File: config.mk
export PLATFORM = sky130hd
export DESIGN_NAME = exc_commit
export DESIGN_NICKNAME = d
export VERILOG_FILES = /design/src/rtl/exc_commit.sv
export SDC_FILE = /design/constraint.sdc
export NUM_CORES = 1
export LEC_CHECK = 0
export BUFFER_PORTS_ARGS = -buffer_cell sky130_fd_sc_hd__buf_2
export CAP_MARGIN = 25
export CORE_AREA = 2 2 173 175
export CTS_BUF_LIST = sky130_fd_sc_hd__clkbuf_16
export DETAILED_ROUTE_END_ITERATION = 6
export DIE_AREA = 0 0 175 177
export HOLD_SLACK_MARGIN = 0.03
export SLEW_MARGIN = 20
export SYNTH_ARGS = -nofsm -noshare
export SYNTH_HDL_FRONTEND = slang
export SYNTH_SLANG_ARGS = --single-unit
File: constraint.sdc
create_clock -name clk -period 12.55 [get_ports clk]
set_clock_uncertainty 0.2 [all_clocks]
set_input_delay 2.51 -clock clk [delete_from_list [all_inputs] [get_ports clk]]
set_output_delay 2.51 -clock clk [all_outputs]
set_load 0.01 [all_outputs]
File: src/rtl/exc_commit.sv
// Write-back commit stage: latches the MEM-stage instruction, resolves exceptions,
// interrupts and ERTN, and gates the architectural CSR/RF writes.
module exc_commit (
  input  logic        clk,
  input  logic        reset,
  input  logic        ms_to_ws_valid,
  input  logic [31:0] ms_pc,
  input  logic [4:0]  ms_exc,
  input  logic        ms_ertn,
  input  logic        ms_csr_we,
  input  logic [13:0] ms_csr_num,
  input  logic [31:0] ms_csr_wmask,
  input  logic [31:0] ms_csr_wvalue,
  input  logic        ms_rf_we,
  input  logic [4:0]  ms_rf_waddr,
  input  logic [31:0] ms_rf_wdata,
  input  logic [12:0] csr_estat_is,
  input  logic [12:0] csr_ecfg_lie,
  input  logic        csr_crmd_ie,
  input  logic [31:0] csr_eentry,
  input  logic [31:0] csr_era,
  output logic        ws_allowin,
  output logic        ws_valid,
  output logic        csr_we,
  output logic [13:0] csr_num,
  output logic [31:0] csr_wmask,
  output logic [31:0] csr_wvalue,
  output logic        rf_we,
  output logic [4:0]  rf_waddr,
  output logic [31:0] rf_wdata,
  output logic        wb_ex,
  output logic        ertn_flush,
  output logic [31:0] wb_pc,
  output logic [5:0]  wb_ecode,
  output logic [8:0]  wb_esubcode,
  output logic        ws_flush,
  output logic [31:0] flush_target
);

  typedef enum logic {RUN = 1'b0, FLUSH = 1'b1} state_e;

  state_e      state_q, state_d;
  logic        ws_valid_q, ws_valid_d;
  logic [31:0] ws_pc_q;
  logic [4:0]  ws_exc_q;
  logic        ws_ertn_q;
  logic        ws_csr_we_q;
  logic [13:0] ws_csr_num_q;
  logic [31:0] ws_csr_wmask_q;
  logic [31:0] ws_csr_wvalue_q;
  logic        ws_rf_we_q;
  logic [4:0]  ws_rf_waddr_q;
  logic [31:0] ws_rf_wdata_q;

  logic accept;
  logic live;
  logic int_pending;
  logic ws_exc;

  // Interrupt outranks every synchronous exception; flag order follows ms_exc bit order.
  function automatic logic [5:0] ecode_sel(input logic intr, input logic [4:0] f);
    if (intr)      return 6'h00;
    else if (f[0]) return 6'h08;
    else if (f[1]) return 6'h0D;
    else if (f[2]) return 6'h0B;
    else if (f[3]) return 6'h0C;
    else if (f[4]) return 6'h09;
    else           return 6'h00;
  endfunction

  assign ws_allowin  = (state_q == RUN);
  assign ws_valid    = ws_valid_q;
  assign accept      = ms_to_ws_valid && ws_allowin;
  // Strobes are held low while reset is asserted, even if WB still holds a live entry.
  assign live        = ws_valid_q && !reset;
  assign int_pending = csr_crmd_ie && |(csr_estat_is & csr_ecfg_lie);
  assign ws_exc      = live && (int_pending || |ws_exc_q);

  assign wb_ex        = ws_exc;
  assign wb_pc        = ws_pc_q;
  assign wb_ecode     = ws_exc ? ecode_sel(int_pending, ws_exc_q) : 6'h00;
  assign wb_esubcode  = 9'h000;
  assign ertn_flush   = live && ws_ertn_q && !ws_exc;
  assign ws_flush     = wb_ex || ertn_flush;
  assign flush_target = wb_ex ? csr_eentry : (ertn_flush ? csr_era : 32'h0);

  assign csr_we     = live && ws_csr_we_q && !ws_exc;
  assign csr_num    = ws_csr_num_q;
  assign csr_wmask  = ws_csr_wmask_q;
  assign csr_wvalue = ws_csr_wvalue_q;
  assign rf_we      = live && ws_rf_we_q && !ws_exc;
  assign rf_waddr   = ws_rf_waddr_q;
  assign rf_wdata   = ws_rf_wdata_q;

  always_comb begin
    state_d    = state_q;
    ws_valid_d = accept && !ws_flush;
    case (state_q)
      RUN:     if (ws_flush) state_d = FLUSH;
      FLUSH:   state_d = RUN;
      default: state_d = RUN;
    endcase
  end

  always_ff @(posedge clk) begin
    if (reset) begin
      state_q    <= RUN;
      ws_valid_q <= 1'b0;
    end else begin
      state_q    <= state_d;
      ws_valid_q <= ws_valid_d;
    end
  end

  always_ff @(posedge clk) begin
    if (accept) begin
      ws_pc_q         <= ms_pc;
      ws_exc_q        <= ms_exc;
      ws_ertn_q       <= ms_ertn;
      ws_csr_we_q     <= ms_csr_we;
      ws_csr_num_q    <= ms_csr_num;
      ws_csr_wmask_q  <= ms_csr_wmask;
      ws_csr_wvalue_q <= ms_csr_wvalue;
      ws_rf_we_q      <= ms_rf_we;
      ws_rf_waddr_q   <= ms_rf_waddr;
      ws_rf_wdata_q   <= ms_rf_wdata;
    end
  end

endmodule

==> results of run 1 <==
==> cell families (layout without fill, tap and decap cells) <==
group | count (synthesis) | count (layout) | synth area share (%)
buffers and inverters | 23 | 479 | 3.22
and+or+nand+nor | 21 | 21 | 2.36
AOI/OAI and AO/OA | 43 | 43 | 6.81
DFF | 157 | 157 | 87.5
other | 1 | 16 | 0.0699
==> registers in the layout (all words and copies together), names as in the netlist <==
register,count
wb_pc,32
state_q,1
ws_ertn_q,1
rf_waddr,5
ws_valid,1
csr_wmask,32
ws_csr_we_q,1
csr_wvalue,32
csr_num,14
rf_wdata,32
ws_exc_q,5
ws_rf_we_q,1
==> per-layer routing <==
layer  GRT usage (%)  vias up
met3            4.94       36
met4            5.42        8
li1                -     1884
met1            9.56     1885
met2            21.7      288
met5               0        -
==> final timing paths <==
path,startpoint,to,cells past startpoint
setup / recovery,csr_estat_is[4],flush_target[10],8
hold / removal,state_q$_SDFF_PP0_,state_q$_SDFF_PP0_,1
setup reg to reg,ws_exc_q[1]$_DFFE_PP_,ws_valid$_SDFF_PP0_,4
hold reg to reg,state_q$_SDFF_PP0_,state_q$_SDFF_PP0_,1
==> layout make-up <==
type	instances	area [um^2]	share of cell area [%]
sequential	157	4690	54.6
tap	390	488	5.68
inverter	5	18.8	0.218
clock inverter	15	176	2.05
multi-input combinational	75	541	6.29
clock buffer	17	425	4.95
timing repair buffer	442	2240	26.1
antenna	5	12.5	0.146
==> layout by cell type (no fill, tap or decap), types with 2 or more instances in the layout <==
| master | Yosys | layout |
|---|---|---|
| buf_2 | 3 | 438 |
| edfxtp_1 | 155 | 155 |
| a22o_1 | 32 | 32 |
| clkbuf_16 | 0 | 17 |
| conb_1 | 1 | 11 |
| diode_2 | 0 | 5 |
| a22oi_1 | 5 | 5 |
| inv_1 | 5 | 5 |
| inv_8 | 0 | 5 |
| nor2_1 | 3 | 3 |
| nor3_1 | 3 | 3 |
| inv_6 | 0 | 3 |
| nand3_1 | 2 | 2 |
| nand2_1 | 2 | 2 |
| and4_1 | 2 | 2 |
| a21oi_1 | 2 | 2 |
| and3_1 | 2 | 2 |
| bufinv_16 | 0 | 2 |
| clkinv_4 | 0 | 2 |
| buf_4 | 11 | 2 |
| dfxtp_1 | 2 | 2 |
==> per-stage QoR <==
stage / instances / area, um^2 / total power (uW) / hold WS (ns)
after floorplan: 255 / 5400 / 679 / 0.226
after global placement: 1068 / 7970 / 748 / 0.312
after detailed placement: 1068 / 7970 / 751 / 0.322
after CTS: 1100 / 8570 / 1290 / 0.329
after global routing: 1105 / 8600 / 1320 / 0.346
final: 1106 / 8600 / 1270 / 0.322
==> power groups by stage <==
stage	clock, uW	sequential (uW)	combinational [uW]
floorplan	0	656	22.4
global placement	0	633	115
detailed placement	0	635	116
CTS	549	624	116
global route	568	626	123
finish	530	623	113
==> worst max-delay path, delay by kind of cell <==
kind            cells  cell delay (ns)
compound gates      3             0.74
simple gates        2             0.56
buf+inv             3             0.46
==> results.yml, run 1 <==
run_status:
  status: "finished clean"
pwr:
  sw_frac_of_total_pct: 23.6
  power_density_nw_per_um2: 147
  leakage_uw: 0.00387
  p_clk_share_pct: 41.9
  vdd_drop_max_v: 0.0000812
  switching_power_uw: 299
  seq_power_share_pct: 49.2
  internal_power_uw: 968
  p_comb_share_pct: 9.0
synthesis:
  yosysWarnings: 0
  ys_ff_latch: 157
  netlist_instances: 245
  seq_area_frac_synth_pct: 87.5
  synthFlopType: "edfxtp_1"
  synth.most_common_cell: "edfxtp_1"
  avgSynthCellArea_um2: 21.9
  ys_types: 28
  synth_top_area_share_pct: 86.8
  synth_area_leader_cell: "edfxtp_1"
  yosys-top-cells-count: "edfxtp_1, a22o_1, buf_4"
  synth-edff-count: 155
  syn-cell-area_um2: 5360
  postSynth.asyncResetShare_pct: 0
  synthTopCellsByArea: "edfxtp_1, a22o_1, buf_4"
worst_hold_path:
  hold_path.class: "reg -> reg"
layout:
  nets: 947
  drive_gt1_share_pct: 67.2
  area_delta_synth_final_pct: 60.3
  fillers: 2990
  finish.utilization_pct: 29.4
routing:
  wl_met2_um: 10200
  postRouteAntennaNets: 0
  drtPass1Iterations: 4
  drc_errors: 0
  drt-total-wl_um: 18400
  routedWlPerCell_um: 16.7
  wl_met1_um: 5680
  via_per_inst: 3.71
  num_vias: 4101
  dr_wl_met3_um: 1920
  top_layer: "met5"
  drt_first_iter_violations: 142
global_route:
  overflow: 0
  grt_max_degree: 154
  grt_pass1_wl_um: 24700
  grtUsageTotal_pct: 11.2
  antenna_found_initial: 10
  grt_pass1_vias: 4293
setup_path:
  crit_path_start_kind: "input pin"
  crit_arrival_ns: 4.28
  rrSetupSlack_ns: 10.31
  cp.required_ns: 9.84
  path_cells: "buf_2, a222oi_1, nand3_1, o21ai_2, and4_1, buf_8, a22o_1, buf_2"
  cp_max_fo: 26
  cp_slowest_cell: "and4_1"
  path_class: "in -> out"
  crit_path_end_kind: "primary output"
  max_stage_delay_ns: 0.43
  critPathMostFrequentCell: "buf_2"
floorplanning:
  coreArea_um2: 29200
  ios: 450
  dieArea_um2: 31000
  die_y_um: 177
  initial_core_util_pct: 18.3
  num_rows: 63
  die_w_um: 175
cts:
  clockBufferDepth: 2
  post_cts_buffers: 0
  clock_sinks: 157
  cts_tree: "built"
  ctsResizeCount: 0
  cts_made_buffers: 17
  worstSkewPairLatency_ns: 0.42
  ctsHoldBuffers: 0
  cts_max_level: 4
  clk_pin_slew_ns: 0.07
  cts_root_buf: "clkbuf_16"
sta:
  setup-tns-final_ns: 0
  fmax_ghz: 0.143
  period_share_pct: 55.7
  rsz0062_at_grt: "no"
  drv_slew: 0
  period_needed_ns: 6.99
  timing.max_slew.rel_slack_pct: 30.8
  finalSetupViolations: 0
  worst_slack_ns: 5.56
  worst_pin_slew_ns: 1.04
  hold_violations: 0
placed_design:
  preCtsSetupSlack_ns: 5.14
  place_hpwl_um: 14700
  placement.io_buffers: 438
  gp_congestion: 0.720
run:
  drv_cap: 0
No activity file was read; power rests on OpenSTA's default activity.
==> run 2: changes to the inputs <==
Clock period 12.55 ns to 7 ns, I/O delays scaled along.
==> run 2 against run 1 <==
Final cell count unchanged. Sequential power rose by 80%. Hold slack better by 0.014 ns. Clock power rose by 78%. Critical path depth unchanged. Cell area increased by 0.10%. Total power rose by 79%. Via count up 0.20%. Non-clock buffer count is the same. Setup slack lost 3.4 ns.
==> results.yml, run 2 (synthesis gave the netlist of run 1 again) <==
sta:
  fmax_ghz: 0.208
  timing.max_slew.rel_slack_pct: 46.9
  hold_violations: 0
  rsz0062_at_grt: "no"
  worst_pin_slew_ns: 0.791
  period_share_pct: 68.5
  period_needed_ns: 4.80
  drv_slew: 0
  finalSetupViolations: 0
  setup-tns-final_ns: 0
pwr:
  power_density_nw_per_um2: 263
  leakage_uw: 0.00388
  vdd_drop_max_v: 0.000126
  totalPowerFinal_uw: 2260
floorplanning:
  initial_core_util_pct: 18.3
  coreArea_um2: 29200
  die_y_um: 177
  dieArea_um2: 31000
  die_w_um: 175
  ios: 450
  num_rows: 63
cts:
  cts_made_buffers: 17
  cts_tree: "built"
  cts_max_level: 4
  ctsResizeCount: 0
  clock_sinks: 157
  post_cts_buffers: 0
  worstSkewPairLatency_ns: 0.42
  cts_root_buf: "clkbuf_16"
  ctsHoldBuffers: 0
  clk_pin_slew_ns: 0.06
  clockBufferDepth: 2
run_status:
  status: "finished clean"
setup_path:
  cp_max_fo: 24
  cp_slowest_cell: "and4_1"
  crit_path_start_kind: "input pin"
  crit_arrival_ns: 3.20
  r2r-end: "ws_valid$_SDFF_PP0_"
  reg2reg_from: "ws_exc_q[1]$_DFFE_PP_"
  rrSetupSlack_ns: 4.93
  crit_path_end_kind: "primary output"
  path_class: "in -> out"
  reg2reg_depth: 4
  critPathMostFrequentCell: "buf_2"
  cp.required_ns: 5.40
  max_stage_delay_ns: 0.46
  critical-path-top-delay-family: "compound AO/OA/AOI/OAI gates"
  crit_buf_inv: 3
  path_cells: "buf_2, a222oi_1, nand3_1, o21ai_2, and4_1, buf_8, a22o_1, buf_2"
routing:
  drtPass1Iterations: 4
  routedWlPerCell_um: 16.2
  drc_errors: 0
  num_vias: 4109
  postRouteAntennaNets: 0
  drt-total-wl_um: 17900
  drt_first_iter_violations: 156
  via_per_inst: 3.72
layout:
  final_cell_area_um2: 8610
  nets: 947
  final_common_cell: "buf_2"
  mostFrequentLayoutCells: "buf_2, edfxtp_1, a22o_1, clkbuf_16, conb_1"
  multi_input_area_um2: 541
  drive_gt1_share_pct: 67.2
  regArea_um2: 4690
  area_delta_synth_final_pct: 60.5
  fillers: 3005
global_route:
  grt_pass1_vias: 4196
  grt_max_degree: 126
  overflow: 0
  grtUsageTotal_pct: 10.8
  antenna_found_initial: 10
  grt_pass1_wl_um: 23900
run:
  drv_cap: 0
worst_hold_path:
  min_path_cells: 1
  hold_path.class: "reg -> reg"
  min-delay-start: "state_q$_SDFF_PP0_"
  hold_end: "state_q$_SDFF_PP0_"
placed_design:
  gp_congestion: 0.749
  place_hpwl_um: 14400
  dpl_cell_area_um2: 7960
  placement.io_buffers: 438
run 2: cell types whose count changed in the layout (fill, tap and decap cells not counted), sizes merged:
cell    previous run  this run
inv               13        14
clkinv             4         3
run 2: how the worst max path moves through the flow:
stage / cells past startpoint / startpoint / slack (ns) / endpoint
after global routing: 8 / csr_estat_is[4] / 2.08 / flush_target[14]
after global placement: 7 / csr_estat_is[4] / 1.96 / flush_target[4]
after CTS: 7 / csr_estat_is[4] / 1.81 / flush_target[13]
after floorplan: 1 / ms_to_ws_valid / 0.90 / csr_num[0]$_DFFE_PP_
after detailed placement: 7 / csr_estat_is[4] / 1.81 / flush_target[13]
final: 8 / csr_estat_is[4] / 2.20 / flush_target[13]
run 2: stage by stage:
stage	setup slack [ns]	hold slack [ns]	instances	util, %
6_report	2.20	0.336	1106	29.4
5_1_grt	2.08	0.367	1104	29.4
4_1_cts	1.81	0.338	1099	29.3
3_5_place_dp	1.81	0.321	1067	27.2
3_3_place_gp	1.96	0.323	1067	27.2
2_1_floorplan	0.904	0.245	255	-
run 2: final cells by class:
cell class / count / share of cell area [%]
Sequential cell: 157 / 54.5
Timing Repair Buffer: 442 / 26.2
Multi-Input combinational cell: 75 / 6.28
Tap cell: 390 / 5.67
Clock buffer: 17 / 4.94
Clock inverter: 15 / 2.01
Inverter: 5 / 0.218
Antenna cell: 5 / 0.145
run 2: where the power goes:
group | internal [uW] | total, uW | switching [uW] | leakage, uW
Combinational | 94.6 | 206 | 111 | 0.00206
Clock | 537 | 942 | 404 | 0.000295
Sequential | 1100 | 1120 | 14.9 | 0.00152
Total | 1730 | 2260 | 531 | 0.00388
run 2: worst register-to-register path: cells and delay by family, from the launching register on:
family           cells  cell delay [ns]
AND/OR/NAND/NOR      3             1.23
AO/OA/AOI/OAI        1             0.18
flip-flops           1             0.40
run 2: per-layer routing:
layer / track usage (%) / wire (um) / vias up
li1: - / - / 1888
met1: 8.96 / 5480 / 1883
met2: 20.3 / 9660 / 290
met3: 5.56 / 2070 / 40
met4: 6.28 / 687 / 8
met5: 0 / 54 / -
